[src/rtl/pipeline_stage_buffer_pkg.sv]
// Shared definitions for the pipeline stage buffer: occupancy states and
// the layout of the control payload (EX | MEM | WB fields).
package pipeline_stage_buffer_pkg;

  typedef enum logic [1:0] {
    ST_EMPTY = 2'd0,
    ST_ONE   = 2'd1,
    ST_TWO   = 2'd2
  } state_e;

  localparam int unsigned EX_W    = 21;
  localparam int unsigned MEM_W   = 7;
  localparam int unsigned WB_W    = 4;
  localparam int unsigned EX_OFF  = 0;
  localparam int unsigned MEM_OFF = EX_OFF + EX_W;
  localparam int unsigned WB_OFF  = MEM_OFF + MEM_W;
  localparam int unsigned CTRL_W_DEF = EX_W + MEM_W + WB_W;

  // Number of held entries for a given occupancy state.
  function automatic logic [1:0] count_of(state_e s);
    case (s)
      ST_ONE:  return 2'd1;
      ST_TWO:  return 2'd2;
      default: return 2'd0;
    endcase
  endfunction

endpackage

[src/rtl/pipeline_stage_buffer_if.sv]
// Valid/ready handshake bundle for one pipeline stage: upstream side
// (in_*) and downstream side (out_*). The stage uses the slave view;
// the surrounding logic (source and sink) uses the master view.
interface pipeline_stage_buffer_if
  import pipeline_stage_buffer_pkg::*;
#(
  parameter int unsigned DATA_W = 288,
  parameter int unsigned CTRL_W = CTRL_W_DEF
);
  logic              in_valid;
  logic              in_ready;
  logic [DATA_W-1:0] in_data;
  logic [CTRL_W-1:0] in_ctrl;
  logic              out_valid;
  logic              out_ready;
  logic [DATA_W-1:0] out_data;
  logic [CTRL_W-1:0] out_ctrl;

  modport slave (
    input  in_valid, in_data, in_ctrl, out_ready,
    output in_ready, out_valid, out_data, out_ctrl
  );

  modport master (
    output in_valid, in_data, in_ctrl, out_ready,
    input  in_ready, out_valid, out_data, out_ctrl
  );
endinterface

[src/rtl/pipeline_stage_buffer.sv]
// Pipeline stage buffer: holds up to two entries (head + skid) with a
// registered in_ready when SKID=1, or a single entry with combinational
// ready when SKID=0. Flush discards everything, including the entry
// offered in the flush cycle.
module pipeline_stage_buffer
  import pipeline_stage_buffer_pkg::*;
#(
  parameter int unsigned DATA_W = 288,
  parameter int unsigned CTRL_W = CTRL_W_DEF,
  parameter bit          SKID   = 1'b1
) (
  input  logic                     CLK,
  input  logic                     RESET,
  input  logic                     Flush,
  pipeline_stage_buffer_if.slave   bus,
  output logic [1:0]               count
);

  state_e            state_q, state_d;
  logic              out_valid_q, out_valid_d;
  logic              in_ready_q, in_ready_d;
  logic [DATA_W-1:0] head_data_q, head_data_d;
  logic [CTRL_W-1:0] head_ctrl_q, head_ctrl_d;
  logic [DATA_W-1:0] skid_data_q, skid_data_d;
  logic [CTRL_W-1:0] skid_ctrl_q, skid_ctrl_d;
  logic              in_ready;
  logic              push;
  logic              pop;

  // Handshake qualifiers. Flush forces ready so upstream never stalls on
  // a redirect; the offered entry is then swallowed by the flush.
  always_comb begin
    if (SKID) begin
      in_ready = in_ready_q | Flush;
    end else begin
      in_ready = !out_valid_q | bus.out_ready | Flush;
    end
    push = bus.in_valid & in_ready;
    pop  = out_valid_q & bus.out_ready;
  end

  // Next-state and payload movement. With SKID=0 a push in ONE always
  // coincides with a pop, so the same state machine never reaches TWO.
  always_comb begin
    state_d     = state_q;
    head_data_d = head_data_q;
    head_ctrl_d = head_ctrl_q;
    skid_data_d = skid_data_q;
    skid_ctrl_d = skid_ctrl_q;
    if (Flush) begin
      state_d = ST_EMPTY;
    end else begin
      case (state_q)
        ST_EMPTY: begin
          if (push) begin
            head_data_d = bus.in_data;
            head_ctrl_d = bus.in_ctrl;
            state_d     = ST_ONE;
          end
        end
        ST_ONE: begin
          if (push && pop) begin
            head_data_d = bus.in_data;
            head_ctrl_d = bus.in_ctrl;
          end else if (push) begin
            skid_data_d = bus.in_data;
            skid_ctrl_d = bus.in_ctrl;
            state_d     = ST_TWO;
          end else if (pop) begin
            state_d = ST_EMPTY;
          end
        end
        ST_TWO: begin
          if (pop) begin
            head_data_d = skid_data_q;
            head_ctrl_d = skid_ctrl_q;
            state_d     = ST_ONE;
          end
        end
        default: state_d = ST_EMPTY;
      endcase
    end
    out_valid_d = (state_d != ST_EMPTY);
    in_ready_d  = (state_d != ST_TWO);
  end

  // State and payload registers with synchronous reset.
  always_ff @(posedge CLK) begin
    if (RESET) begin
      state_q     <= ST_EMPTY;
      out_valid_q <= 1'b0;
      in_ready_q  <= 1'b1;
      head_data_q <= '0;
      head_ctrl_q <= '0;
      skid_data_q <= '0;
      skid_ctrl_q <= '0;
    end else begin
      state_q     <= state_d;
      out_valid_q <= out_valid_d;
      in_ready_q  <= in_ready_d;
      head_data_q <= head_data_d;
      head_ctrl_q <= head_ctrl_d;
      skid_data_q <= skid_data_d;
      skid_ctrl_q <= skid_ctrl_d;
    end
  end

  // Output drive; control collapses to an all-zero bubble when empty.
  always_comb begin
    bus.in_ready  = in_ready;
    bus.out_valid = out_valid_q;
    bus.out_data  = head_data_q;
    bus.out_ctrl  = out_valid_q ? head_ctrl_q : '0;
    count         = count_of(state_q);
  end

endmodule
[src/flat_wrapper.sv]
// flat-port wrapper written by rule: the top's interface ports become plain ports
module pipeline_stage_buffer_flat import pipeline_stage_buffer_pkg::*;
#(
  parameter int unsigned DATA_W = 288,
  parameter int unsigned CTRL_W = CTRL_W_DEF,
  parameter bit          SKID   = 1'b1
)
  (CLK, RESET, Flush, count, bus_in_valid, bus_in_data, bus_in_ctrl, bus_out_ready, bus_in_ready, bus_out_valid, bus_out_data, bus_out_ctrl);
  pipeline_stage_buffer_if #(.DATA_W(DATA_W), .CTRL_W(CTRL_W)) bus_i ();
  input  logic CLK;
  input  logic RESET;
  input  logic Flush;
  output logic [1:0] count;
  input wire logic [$bits(bus_i.in_valid)-1:0] bus_in_valid;
  input wire logic [$bits(bus_i.in_data)-1:0] bus_in_data;
  input wire logic [$bits(bus_i.in_ctrl)-1:0] bus_in_ctrl;
  input wire logic [$bits(bus_i.out_ready)-1:0] bus_out_ready;
  output wire logic [$bits(bus_i.in_ready)-1:0] bus_in_ready;
  output wire logic [$bits(bus_i.out_valid)-1:0] bus_out_valid;
  output wire logic [$bits(bus_i.out_data)-1:0] bus_out_data;
  output wire logic [$bits(bus_i.out_ctrl)-1:0] bus_out_ctrl;
  assign bus_i.in_valid = bus_in_valid;
  assign bus_i.in_data = bus_in_data;
  assign bus_i.in_ctrl = bus_in_ctrl;
  assign bus_i.out_ready = bus_out_ready;
  assign bus_in_ready = bus_i.in_ready;
  assign bus_out_valid = bus_i.out_valid;
  assign bus_out_data = bus_i.out_data;
  assign bus_out_ctrl = bus_i.out_ctrl;
  pipeline_stage_buffer #(.DATA_W(DATA_W), .CTRL_W(CTRL_W), .SKID(SKID)) u_core (.CLK(CLK), .RESET(RESET), .Flush(Flush), .bus(bus_i), .count(count));
endmodule
[config.mk]
export PLATFORM = sky130hd
export DESIGN_NAME = pipeline_stage_buffer_flat
export DESIGN_NICKNAME = d
export VERILOG_FILES = /design/src/rtl/pipeline_stage_buffer_pkg.sv /design/src/rtl/pipeline_stage_buffer_if.sv /design/src/rtl/pipeline_stage_buffer.sv /design/src/flat_wrapper.sv
export SDC_FILE = /design/constraint.sdc
export NUM_CORES = 1
export LEC_CHECK = 0
export BUFFER_PORTS_ARGS = -buffer_cell sky130_fd_sc_hd__buf_4
export CORE_AREA = 2 2 256 258
export DETAILED_ROUTE_END_ITERATION = 12
export DIE_AREA = 0 0 258 260
export PLACE_DENSITY = 0.67
export SYNTH_ARGS = -nofsm -noshare
export SYNTH_HDL_FRONTEND = slang
export SYNTH_SLANG_ARGS = --single-unit
export TNS_END_PERCENT = 30
[constraint.sdc]
create_clock -name CLK -period 2.55 [get_ports CLK]
set_clock_uncertainty 0.05 [all_clocks]
set_input_delay 0.1275 -clock CLK [delete_from_list [all_inputs] [get_ports CLK]]
set_output_delay 0.1275 -clock CLK [all_outputs]
set_load 0.02 [all_outputs]
==> results.json <==
{
  "ff2ff_path_depth": 6,
  "slew_headroom_pct": 42.14,
  "crit_end": "u_core.skid_data_q[120]",
  "htree_levels": 3,
  "layout_commonest_cell": "buf_4",
  "nFillCells": 5589,
  "rr_endpoint": "u_core.skid_data_q[120]",
  "clkTransAtPathRegs_ps": 60,
  "rows": 93,
  "r2r_setup_slack_ps": 200,
  "drc": 0,
  "gp_congestion": 0.8351,
  "crit_chain": "and4bb_4, buf_12, buf_16, nand3_1, a21oi_1, dlygate4sd3_1",
  "ys_warn_count": 0,
  "finalCritPeriodShare_pct": 92.14,
  "synth_fa_ha_area_share_pct": 0,
  "critPathKind": "reg -> reg",
  "top_level_ports": 649,
  "cts_buffers": 72,
  "ys_ff_latch": 644,
  "grt_pass1_vias": 28490,
  "critPathBufInv": 3,
  "finalWirelength_mm": 106.9,
  "grt.met1_usage_pct": 39.20,
  "synth_nets": 3732,
  "status": "finished clean",
  "num_vias": 30560,
  "slowest_delay_ps": 560,
  "critPathMaxFanout": 62,
  "insertion_delay_ps": 610,
  "drt_iter0_markers": 3914,
  "hold_violations": 0,
  "p_leak_nw": 14.56,
  "synth_top_family_by_area": "compound AO/OA/AOI/OAI gates",
  "synthMuxAreaShare_pct": 0.03532,
  "grtUsageMet2_pct": 46.80,
  "drive_above_1_share_pct": 20.82,
  "antenna_left": 0,
  "avgSynthCellArea_um2": 8.317,
  "port-buffer-count": 648,
  "cts.sinks": 644,
  "ys_types": 31,
  "fin_nets": 4390,
  "critical_path_required_ps": 3050,
  "grt-busiest-layer": "met2",
  "maxSlewViolCount": 0,
  "path_depth": 6,
  "place_hpwl_mm": 59.86,
  "p_per_area_mw_per_mm2": 650.8,
  "fmax_ghz": 0.4256,
  "grt_usage_pct": 29.72,
  "synth-simple-area-share_pct": 15.12,
  "cts_post_setup_buffers_inserted": 0,
  "setup_tns_ps": 0,
  "vias_per_cell": 6.123,
  "vdd_ir_drop_max_mv": 0.4211,
  "cts_root_buffer": "clkbuf_16",
  "tightest_slew_ps": 868.0,
  "worstSetupStartpoint": "u_core.state_q[1]",
  "critPathSlowestCell": "dlygate4sd3_1",
  "finalPower_mw": 25.38,
  "reg2reg_from": "u_core.state_q[1]",
  "initial_core_util_pct": 44.20,
  "critPathTopFamily": "buffers and inverters",
  "crit_arrival_ps": 2850,
  "synth-async-reset-ratio_pct": 0,
  "final_cell_mix": "buf_4 (674), dfxtp_1 (644), nand2_1 (641), dlygate4sd3_1 (329), o21ai_0 (322)",
  "synth_compound_area_share_pct": 31.54,
  "use_met3_pct": 6.101,
  "min_period_ps": 2350,
  "end_kind": "flip-flop",
  "antenna_found_initial": 19,
  "grt_pass1_wl_mm": 163.8,
  "route.detailed.wl_per_inst_um": 21.42,
  "seq_area_frac_synth_pct": 45.50,
  "die_y_um": 260,
  "setup_viol": 0,
  "hp-class": "in -> reg",
  "grt_overflow": 0,
  "synth_xor_area_share_pct": 0,
  "synthFlopType": "dfxtp_1",
  "area_growth_syn_to_layout_pct": 37.64,
  "cts.path.max_buffers": 3,
  "grt_max_degree": 128,
  "core_area_mm2": 0.06412,
  "max_cap_violations": 0,
  "die-area_mm2": 0.06708,
  "cp-start-kind": "flip-flop",
  "die_w_um": 258,
  "synth_edf_count": 0,
  "dr.pass1.iters": 6,
  "tritoncts": "done",
  "rsz0062_at_grt": "false",
  "syn-instance-count": 3407,
  "netlist_area_mm2": 0.02834
}
==> state kept, by name, summed over array words and instances, names as in the netlist <==
register              flops
u_core.skid_ctrl_q       32
u_core.in_ready_q         1
u_core.bus.out_data     288
u_core.skid_data_q      288
u_core.state_q            2
u_core.head_ctrl_q       32
u_core.bus.out_valid      1
==> worst min-delay path by stage <==
stage / startpoint / endpoint / slack [ps] / depth (start not counted)
after floorplan: Flush / u_core.in_ready_q / 210 / 2
after global placement: bus_in_data[42] / u_core.skid_data_q[42] / 350 / 3
after detailed placement: bus_in_data[70] / u_core.skid_data_q[70] / 360 / 3
after CTS: bus_in_data[266] / u_core.skid_data_q[266] / 250 / 4
after global routing: bus_in_data[107] / u_core.skid_data_q[107] / 270 / 4
final: bus_in_data[36] / u_core.skid_data_q[36] / 290 / 4
==> per-stage QoR <==
stage	hold WS [ps]	instances	instance area, um2	setup WS (ps)	utilization (%)
global route	271.4	4986	38990	71.35	60.82
global placement	350.5	4516	33270	356.8	51.89
finish	285.5	4990	39000	200.3	60.83
floorplan	211.6	3407	28340	754.9	-
detailed placement	355.9	4516	33270	328.9	51.89
CTS	247.8	4975	38930	74.12	60.73
==> layout make-up <==
type | instances | area (um2) | share of cell area (%)
Antenna cell | 14 | 35.03 | 0.08982
Clock buffer | 106 | 2142 | 5.492
Clock inverter | 24 | 229.0 | 0.5871
Inverter | 2 | 22.52 | 0.05774
Multi-Input combinational cell | 2294 | 13290 | 34.08
Sequential cell | 644 | 12890 | 33.06
Tap cell | 855 | 1070 | 2.743
Timing Repair Buffer | 1051 | 9321 | 23.90
==> report_power, final <==
group	switching [mW]	total [mW]	leakage [nW]	internal, mW
clock network	4.37	10.4	1.18	6.07
registers	0.298	10.8	5.25	10.5
logic	2.33	4.12	8.13	1.80
total	6.99	25.4	14.6	18.4
==> logic make-up after synthesis <==
family          Yosys count
mux                       1
compound gates         1289
buf+inv                 469
flops                   644
simple gates           1004
==> repair_timing <==
item	in CTS	in global routing
endpoints found under the setup margin	0	5
hold endpoints to repair	644	0
hold buffers	329	0
gates resized for setup	0	1
==> cells in the mapped netlist, types with 2 or more instances <==
| cell type | count | area share [%] |
|---|---|---|
| clkbuf_1 | 337 | 4.5 |
| dfxtp_1 | 644 | 45 |
| a311oi_1 | 310 | 9.6 |
| buf_4 | 39 | 1.0 |
| a311oi_2 | 10 | 0.53 |
| o21ai_0 | 322 | 5.7 |
| a221oi_1 | 320 | 9.9 |
| buf_6 | 33 | 1.3 |
| nand3_1 | 321 | 5.7 |
| a21oi_1 | 321 | 5.7 |
| buf_1 | 12 | 0.16 |
| buf_2 | 46 | 0.81 |
| and2_1 | 32 | 0.71 |
| a22o_1 | 2 | 0.062 |
| nand2_1 | 641 | 8.5 |
| nor3_1 | 2 | 0.035 |
==> per-layer routing <==
metal / share of wire, % / vias up
met1: 41 / 14660
li1: - / 14150
met3: 7.9 / 294
met5: 0.10 / -
met4: 4.6 / 16
met2: 47 / 1439
==> worst min-delay path, cell delays in order <==
cell           delay, ps
dlygate4sd3_1        530
buf_4                130
nand3_1               50
a21oi_1               50
Power figures use the tool's default switching activity.
